[src/rtl/display_pkg.sv]
// Shared display constants and the {valid, index} tag carried by sprite BRAM reads.
// Imported by sprite_rom_arbiter and rr_pick.
package display_pkg;

    localparam int SPRITE_ADR_W  = 16;
    localparam int SPRITE_RD_LAT = 1;
    localparam int MAX_SPRITES   = 8;
    localparam int SPRITE_IDX_W  = $clog2(MAX_SPRITES);

    typedef struct packed {
        logic                    valid;
        logic [SPRITE_IDX_W-1:0] idx;
    } sprite_tag_t;

    // Index following i in a ring of n requesters.
    function automatic logic [SPRITE_IDX_W-1:0] next_idx(input logic [SPRITE_IDX_W-1:0] i,
                                                         input int n);
        return (int'(i) == n - 1) ? '0 : i + 1'b1;
    endfunction

endpackage

[src/rtl/sprite_rom_arbiter_rr_pick.sv]
// rr_pick: combinational round-robin picker; searches ptr, ptr+1, ... wrapping at N.
// A constant zero ptr turns it into a fixed lowest-index-first picker.
module rr_pick
    import display_pkg::*;
#(
    parameter int N     = 3,
    parameter int IDX_W = SPRITE_IDX_W
) (
    input  logic [N-1:0]     req,
    input  logic [IDX_W-1:0] ptr,
    output logic [N-1:0]     gnt,
    output logic [IDX_W-1:0] idx,
    output logic             found
);

    localparam logic [N-1:0] ONE = N'(1);

    logic [IDX_W-1:0] cand [N];
    logic [N-1:0]     hit;

    genvar gi;
    generate
        for (gi = 0; gi < N; gi++) begin : g_cand
            logic [IDX_W:0] sum;
            // ptr < N, so one conditional subtract is the whole modulo
            assign sum      = {1'b0, ptr} + (IDX_W+1)'(gi);
            assign cand[gi] = (sum >= (IDX_W+1)'(N)) ? IDX_W'(sum - (IDX_W+1)'(N))
                                                     : sum[IDX_W-1:0];
            assign hit[gi]  = |(req & (ONE << cand[gi]));
            assign gnt[gi]  = found && (idx == IDX_W'(gi));
        end
    endgenerate

    always_comb begin
        found = 1'b0;
        idx   = '0;
        for (int o = 0; o < N; o++) begin
            if (!found && hit[o]) begin
                found = 1'b1;
                idx   = cand[o];
            end
        end
    end

endmodule

[src/rtl/sprite_rom_arbiter.sv]
// Shares one single-port 1-bit sprite BRAM among N_REQ renderers, returning tagged read bits.
// Define SPRITE_ARB_FIXED_PRIO_EN for fixed lowest-index priority instead of round-robin.
module sprite_rom_arbiter
    import display_pkg::*;
#(
    parameter int N_REQ  = 3,
    parameter int ADR_W  = SPRITE_ADR_W,
    parameter int RD_LAT = SPRITE_RD_LAT
) (
    input  logic                   clk_65mhz,
    input  logic                   reset_n,
    input  logic                   fetch_en,
    input  logic [N_REQ-1:0]       req,
    input  logic [N_REQ*ADR_W-1:0] req_adr,
    output logic [N_REQ-1:0]       gnt,
    output logic [N_REQ-1:0]       rvalid,
    output logic                   rdata,
    output logic [ADR_W-1:0]       bram_sprite_adr,
    input  logic                   bram_sprite_data
);

    logic [N_REQ-1:0]        pick_gnt;
    logic [SPRITE_IDX_W-1:0] pick_idx;
    logic [SPRITE_IDX_W-1:0] pick_ptr;
    logic                    pick_found;
    logic                    grant_en;
    logic                    grant_any;
    logic [ADR_W-1:0]        adr_reg;
    logic [ADR_W-1:0]        adr_arr [MAX_SPRITES];
    sprite_tag_t             tag_reg [RD_LAT+1];
    sprite_tag_t             tag_out;

    // Gating with reset_n keeps gnt low for the whole time reset is held
    assign grant_en  = fetch_en & reset_n;
    assign grant_any = pick_found & grant_en;
    assign gnt       = pick_gnt & {N_REQ{grant_en}};

`ifdef SPRITE_ARB_FIXED_PRIO_EN
    assign pick_ptr = '0;
`else
    logic [SPRITE_IDX_W-1:0] ptr_reg;

    always_ff @(posedge clk_65mhz or negedge reset_n) begin
        if (!reset_n) begin
            ptr_reg <= '0;
        end else if (grant_any) begin
            ptr_reg <= next_idx(pick_idx, N_REQ);
        end
    end

    assign pick_ptr = ptr_reg;
`endif

    rr_pick #(
        .N     (N_REQ),
        .IDX_W (SPRITE_IDX_W)
    ) u_pick (
        .req   (req),
        .ptr   (pick_ptr),
        .gnt   (pick_gnt),
        .idx   (pick_idx),
        .found (pick_found)
    );

    genvar gi;
    generate
        // Padded to MAX_SPRITES so the encoded index selects without range gaps
        for (gi = 0; gi < MAX_SPRITES; gi++) begin : g_adr
            if (gi < N_REQ) begin : g_used
                assign adr_arr[gi] = req_adr[gi*ADR_W +: ADR_W];
            end else begin : g_pad
                assign adr_arr[gi] = '0;
            end
        end
        for (gi = 0; gi < N_REQ; gi++) begin : g_rvalid
            assign rvalid[gi] = tag_out.valid && (tag_out.idx == SPRITE_IDX_W'(gi));
        end
    endgenerate

    always_ff @(posedge clk_65mhz or negedge reset_n) begin
        if (!reset_n) begin
            adr_reg <= '0;
        end else if (grant_any) begin
            adr_reg <= adr_arr[pick_idx];
        end
    end

    // Stage 0 lines up with the address register; the last stage with BRAM data
    always_ff @(posedge clk_65mhz or negedge reset_n) begin
        if (!reset_n) begin
            for (int s = 0; s <= RD_LAT; s++) begin
                tag_reg[s] <= '0;
            end
        end else begin
            tag_reg[0] <= sprite_tag_t'{valid: grant_any, idx: pick_idx};
            for (int s = 1; s <= RD_LAT; s++) begin
                tag_reg[s] <= tag_reg[s-1];
            end
        end
    end

    assign tag_out         = tag_reg[RD_LAT];
    assign bram_sprite_adr = adr_reg;
    assign rdata           = bram_sprite_data;

endmodule

[config.mk]
export PLATFORM = sky130hd
export DESIGN_NAME = sprite_rom_arbiter
export DESIGN_NICKNAME = d
export VERILOG_FILES = /design/src/rtl/display_pkg.sv /design/src/rtl/sprite_rom_arbiter_rr_pick.sv /design/src/rtl/sprite_rom_arbiter.sv
export SDC_FILE = /design/constraint.sdc
export NUM_CORES = 1
export LEC_CHECK = 0
export CAP_MARGIN = 40
export CELL_PAD_IN_SITES_DETAIL_PLACEMENT = 1
export CELL_PAD_IN_SITES_GLOBAL_PLACEMENT = 1
export CORE_MARGIN = 1.5
export CORE_UTILIZATION = 33
export DETAILED_ROUTE_END_ITERATION = 12
export HOLD_SLACK_MARGIN = 0.15
export PLACE_DENSITY_LB_ADDON = 0.1
export SETUP_SLACK_MARGIN = 0.2
export SLEW_MARGIN = 5
export SYNTH_ARGS = -nofsm -noshare
export SYNTH_HDL_FRONTEND = slang
export SYNTH_HIERARCHICAL = 1
export SYNTH_SLANG_ARGS = --single-unit
[constraint.sdc]
create_clock -name clk_65mhz -period 3.9 [get_ports clk_65mhz]
set_clock_uncertainty 0.05 [all_clocks]
set_input_delay 0.585 -clock clk_65mhz [delete_from_list [all_inputs] [get_ports clk_65mhz]]
set_output_delay 0.585 -clock clk_65mhz [all_outputs]
set_load 0.02 [all_outputs]
==> flow_metrics.py <==
metrics = {
    "outcome": {
        "status": "finished clean",
    },
    "worst_setup_path": {
        "cp-start-kind": "register",
        "end_kind": "primary output",
        "worst-path-max-fanout": 5,
        "crit_top_cell": "ha_4",
        "arrival_ns": 2.95,
        "critPathRequiredTime_ns": 3.26,
        "r2r_slack_ns": 0.44,
        "cpPeakStageDelay_ns": 0.47,
        "crit_buf_inv": 2,
        "path_cells": "ha_4 -> ha_4 -> a21boi_4 -> mux2i_1 -> a222oi_1 -> buf_4 -> or2_4 -> a211oi_4 -> o21ba_1 -> and3_1 -> buf_6",
        "worstSetupPathType": "reg2out",
        "cp_slowest_cell": "dfrtp_2",
        "crit_family": "compound AO/OA/AOI/OAI gates",
    },
    "detailed_routing": {
        "wl_per_cell_um": 16.72,
        "vias_per_cell": 5.316,
        "vias": 1951,
        "finalWirelength_mm": 6.136,
        "drtIter0Drc": 55,
        "drt-pass1-iter-count": 4,
        "drcViolationCount": 0,
        "drtAntennaViolNets": 0,
    },
    "synthesis": {
        "synth_enable_flop_cells": 0,
        "synth_cells": 200,
        "synth_fp_nets": 264,
        "synth.most_common_cell": "dfrtp_1",
        "synth-async-reset-ratio_pct": 100.0,
        "yosysTopAreaCell": "dfrtp_1",
        "netlist_area_mm2": 0.002074,
        "synth_cell_type_count": 58,
        "synth_area_leaders": "dfrtp_1 (33%), mux2i_1 (8.7%), a22o_1 (6.8%)",
        "synth_warnings": 6,
        "synth_top_cells_by_count": "dfrtp_1 (27), mux2i_1 (18), a22o_1 (16), o2bb2ai_1 (16), nand2_1 (13)",
        "ys_seq_area_share_pct": 32.57,
        "syn_avg_cell_area_um2": 10.37,
        "synthFlopType": "dfrtp_1",
        "synth-seq-cells": 27,
        "synth.top_cell.area_share_pct": 32.57,
    },
    "timing": {
        "relSlewSlack_pct": 54.80,
        "setup-violations-final": 0,
        "period_minus_slack_ns": 3.589,
        "rsz0062_at_grt": "false",
        "fmax_mhz": 278.6,
        "hold_viol": 0,
        "slew_violations": 0,
        "worstMarginPinSlew_ns": 0.6780,
        "finalCritPeriodShare_pct": 92.02,
    },
    "global_route": {
        "grt_overflow": 0,
        "grt_pass1_wl_mm": 9.515,
        "grt_max_degree": 29,
        "globalRouteTotalUtil_pct": 18.29,
        "grt_pass1_vias": 1956,
        "antenna_found_initial": 0,
    },
    "cells_and_area": {
        "antenna_cells": 0,
        "final_cells": 367,
        "largest_reg_flops": 16,
        "final_area_mm2": 0.003234,
        "final_nets": 357,
        "fin_util_pct": 53.99,
        "drive_gt1_share_pct": 21.58,
        "area_growth_pct": 55.91,
    },
    "power_and_ir_drop": {
        "p_leak_uw": 0.001306,
        "powerDensity_mw_per_mm2": 1069,
        "vdd_drop_max_uv": 1275,
        "finalPower_uw": 3458,
    },
    "cts": {
        "cts_tree": "done",
        "clk_latency_ns": 0.27,
        "cts_sinks": 27,
        "cts_inserted_buffers": 3,
        "cts_buffer_depth": 2,
        "htreeDepth": 1,
        "clockRootBuffer": "clkbuf_8",
        "hold_buffers": 0,
        "path_clk_slew_ns": 0.10,
    },
    "die": {
        "fp.coreArea_mm2": 0.005991,
        "initial_utilization_pct": 34.63,
        "dieArea_mm2": 0.006771,
        "die_h_um": 82.29,
        "pin_count": 78,
        "row_count": 28,
        "fp.dieW_um": 82.29,
    },
    "placement": {
        "gp_congestion": 0.8289,
        "placedCellCount": 355,
        "placed_area_mm2": 0.002977,
        "io_buffer_count": 75,
        "post-dp-hpwl_mm": 4.512,
    },
    "worst_hold_path": {
        "hold_class": "reg2reg",
    },
    "flow_run": {
        "maxCapViolations": 0,
    },
}
-- routing by layer --
| metal | routed length [µm] | track usage [%] | vias up |
|---|---|---|---|
| li1 | - | - | 952 |
| met1 | 2726 | 24.56 | 947 |
| met2 | 3073 | 29.92 | 48 |
| met3 | 281 | 3.516 | 4 |
| met4 | 55 | 4.915 | 0 |
| met5 | 0 | 0 | - |
-- power breakdown --
part / internal (µW) / total [µW] / switching, µW
sequential: 379 / 445 / 65.7
clock: 72.4 / 160 / 87.1
combinational: 1390 / 2850 / 1460
total: 1840 / 3460 / 1610
-- worst paths after layout --
check	start	to	depth (start not counted)
worst min register to register	tag_reg[5]$_DFF_PN0_	tag_out[1]$_DFF_PN0_	0
max in group asynchronous	reset_n	pick_ptr[1]$_DFFE_PN0P_	2
worst max register to register	pick_ptr[0]$_DFFE_PN0P_	bram_sprite_adr[15]$_DFFE_PN0P_	14
worst max-delay path	pick_ptr[0]$_DFFE_PN0P_	gnt[0]	11
worst min-delay path	tag_reg[5]$_DFF_PN0_	tag_out[1]$_DFF_PN0_	0
min in group asynchronous	reset_n	bram_sprite_adr[2]$_DFFE_PN0P_	2
-- cell type report --
| cell class | instances | area (µm²) |
|---|---|---|
| fill | 663 | 2756 |
| multi-input combinational | 154 | 1401 |
| timing repair buffer | 102 | 993.5 |
| sequential | 27 | 678.2 |
| tap | 75 | 93.84 |
| clock buffer | 3 | 41.29 |
| inverter | 5 | 18.77 |
| clock inverter | 1 | 7.507 |
-- kinds of logic (layout without fill, tap and decap cells) --
logic type | Yosys count | after routing | synth area share, %
AOI/OAI and AO/OA | 69 | 69 | 28.95
and+or+nand+nor | 52 | 52 | 15.62
DFF | 27 | 27 | 32.57
other | 1 | 1 | 0.1808
muxes | 20 | 20 | 9.771
adders and majority gates | 9 | 9 | 5.428
xor gates and xnor gates | 3 | 3 | 1.267
buffers and inverters | 19 | 111 | 6.212
-- layout by cell type (no fill, tap or decap), types with 3 or more instances in the layout --
| cell | count |
|---|---|
| nand2_1 | 13 |
| a21oi_1 | 6 |
| nor4bb_1 | 3 |
| nand2b_1 | 3 |
| o2bb2ai_1 | 16 |
| a22o_1 | 16 |
| o21a_1 | 3 |
| mux2i_1 | 18 |
| clkdlybuf4s50_1 | 72 |
| o21ai_1 | 4 |
| buf_4 | 24 |
| clkbuf_8 | 3 |
| nor2_1 | 4 |
| dfrtp_1 | 25 |
| and3_1 | 3 |
| ha_4 | 6 |
| nor2b_1 | 6 |
| inv_2 | 3 |
-- stage by stage --
step           TNS (ns)  hold WS, ns  setup WS [ns]
3_3_place_gp   -0.04907       0.2834       -0.04907
5_1_grt               0       0.3132         0.1832
4_1_cts               0       0.3084         0.1246
6_report              0       0.3075         0.3112
3_5_place_dp    -0.1347       0.2856       -0.09607
2_1_floorplan         0       0.2394         0.5338
-- timing repair --
| action | CTS | global route |
|---|---|---|
| setup endpoints to repair | 3 | 13 |
| pin swaps | 2 | 12 |
| cloned | 0 | 1 |
| gates resized for setup | 15 | 26 |
| setup buffers | 1 | 6 |
Note: power is estimated with default switching activity, not from simulation.
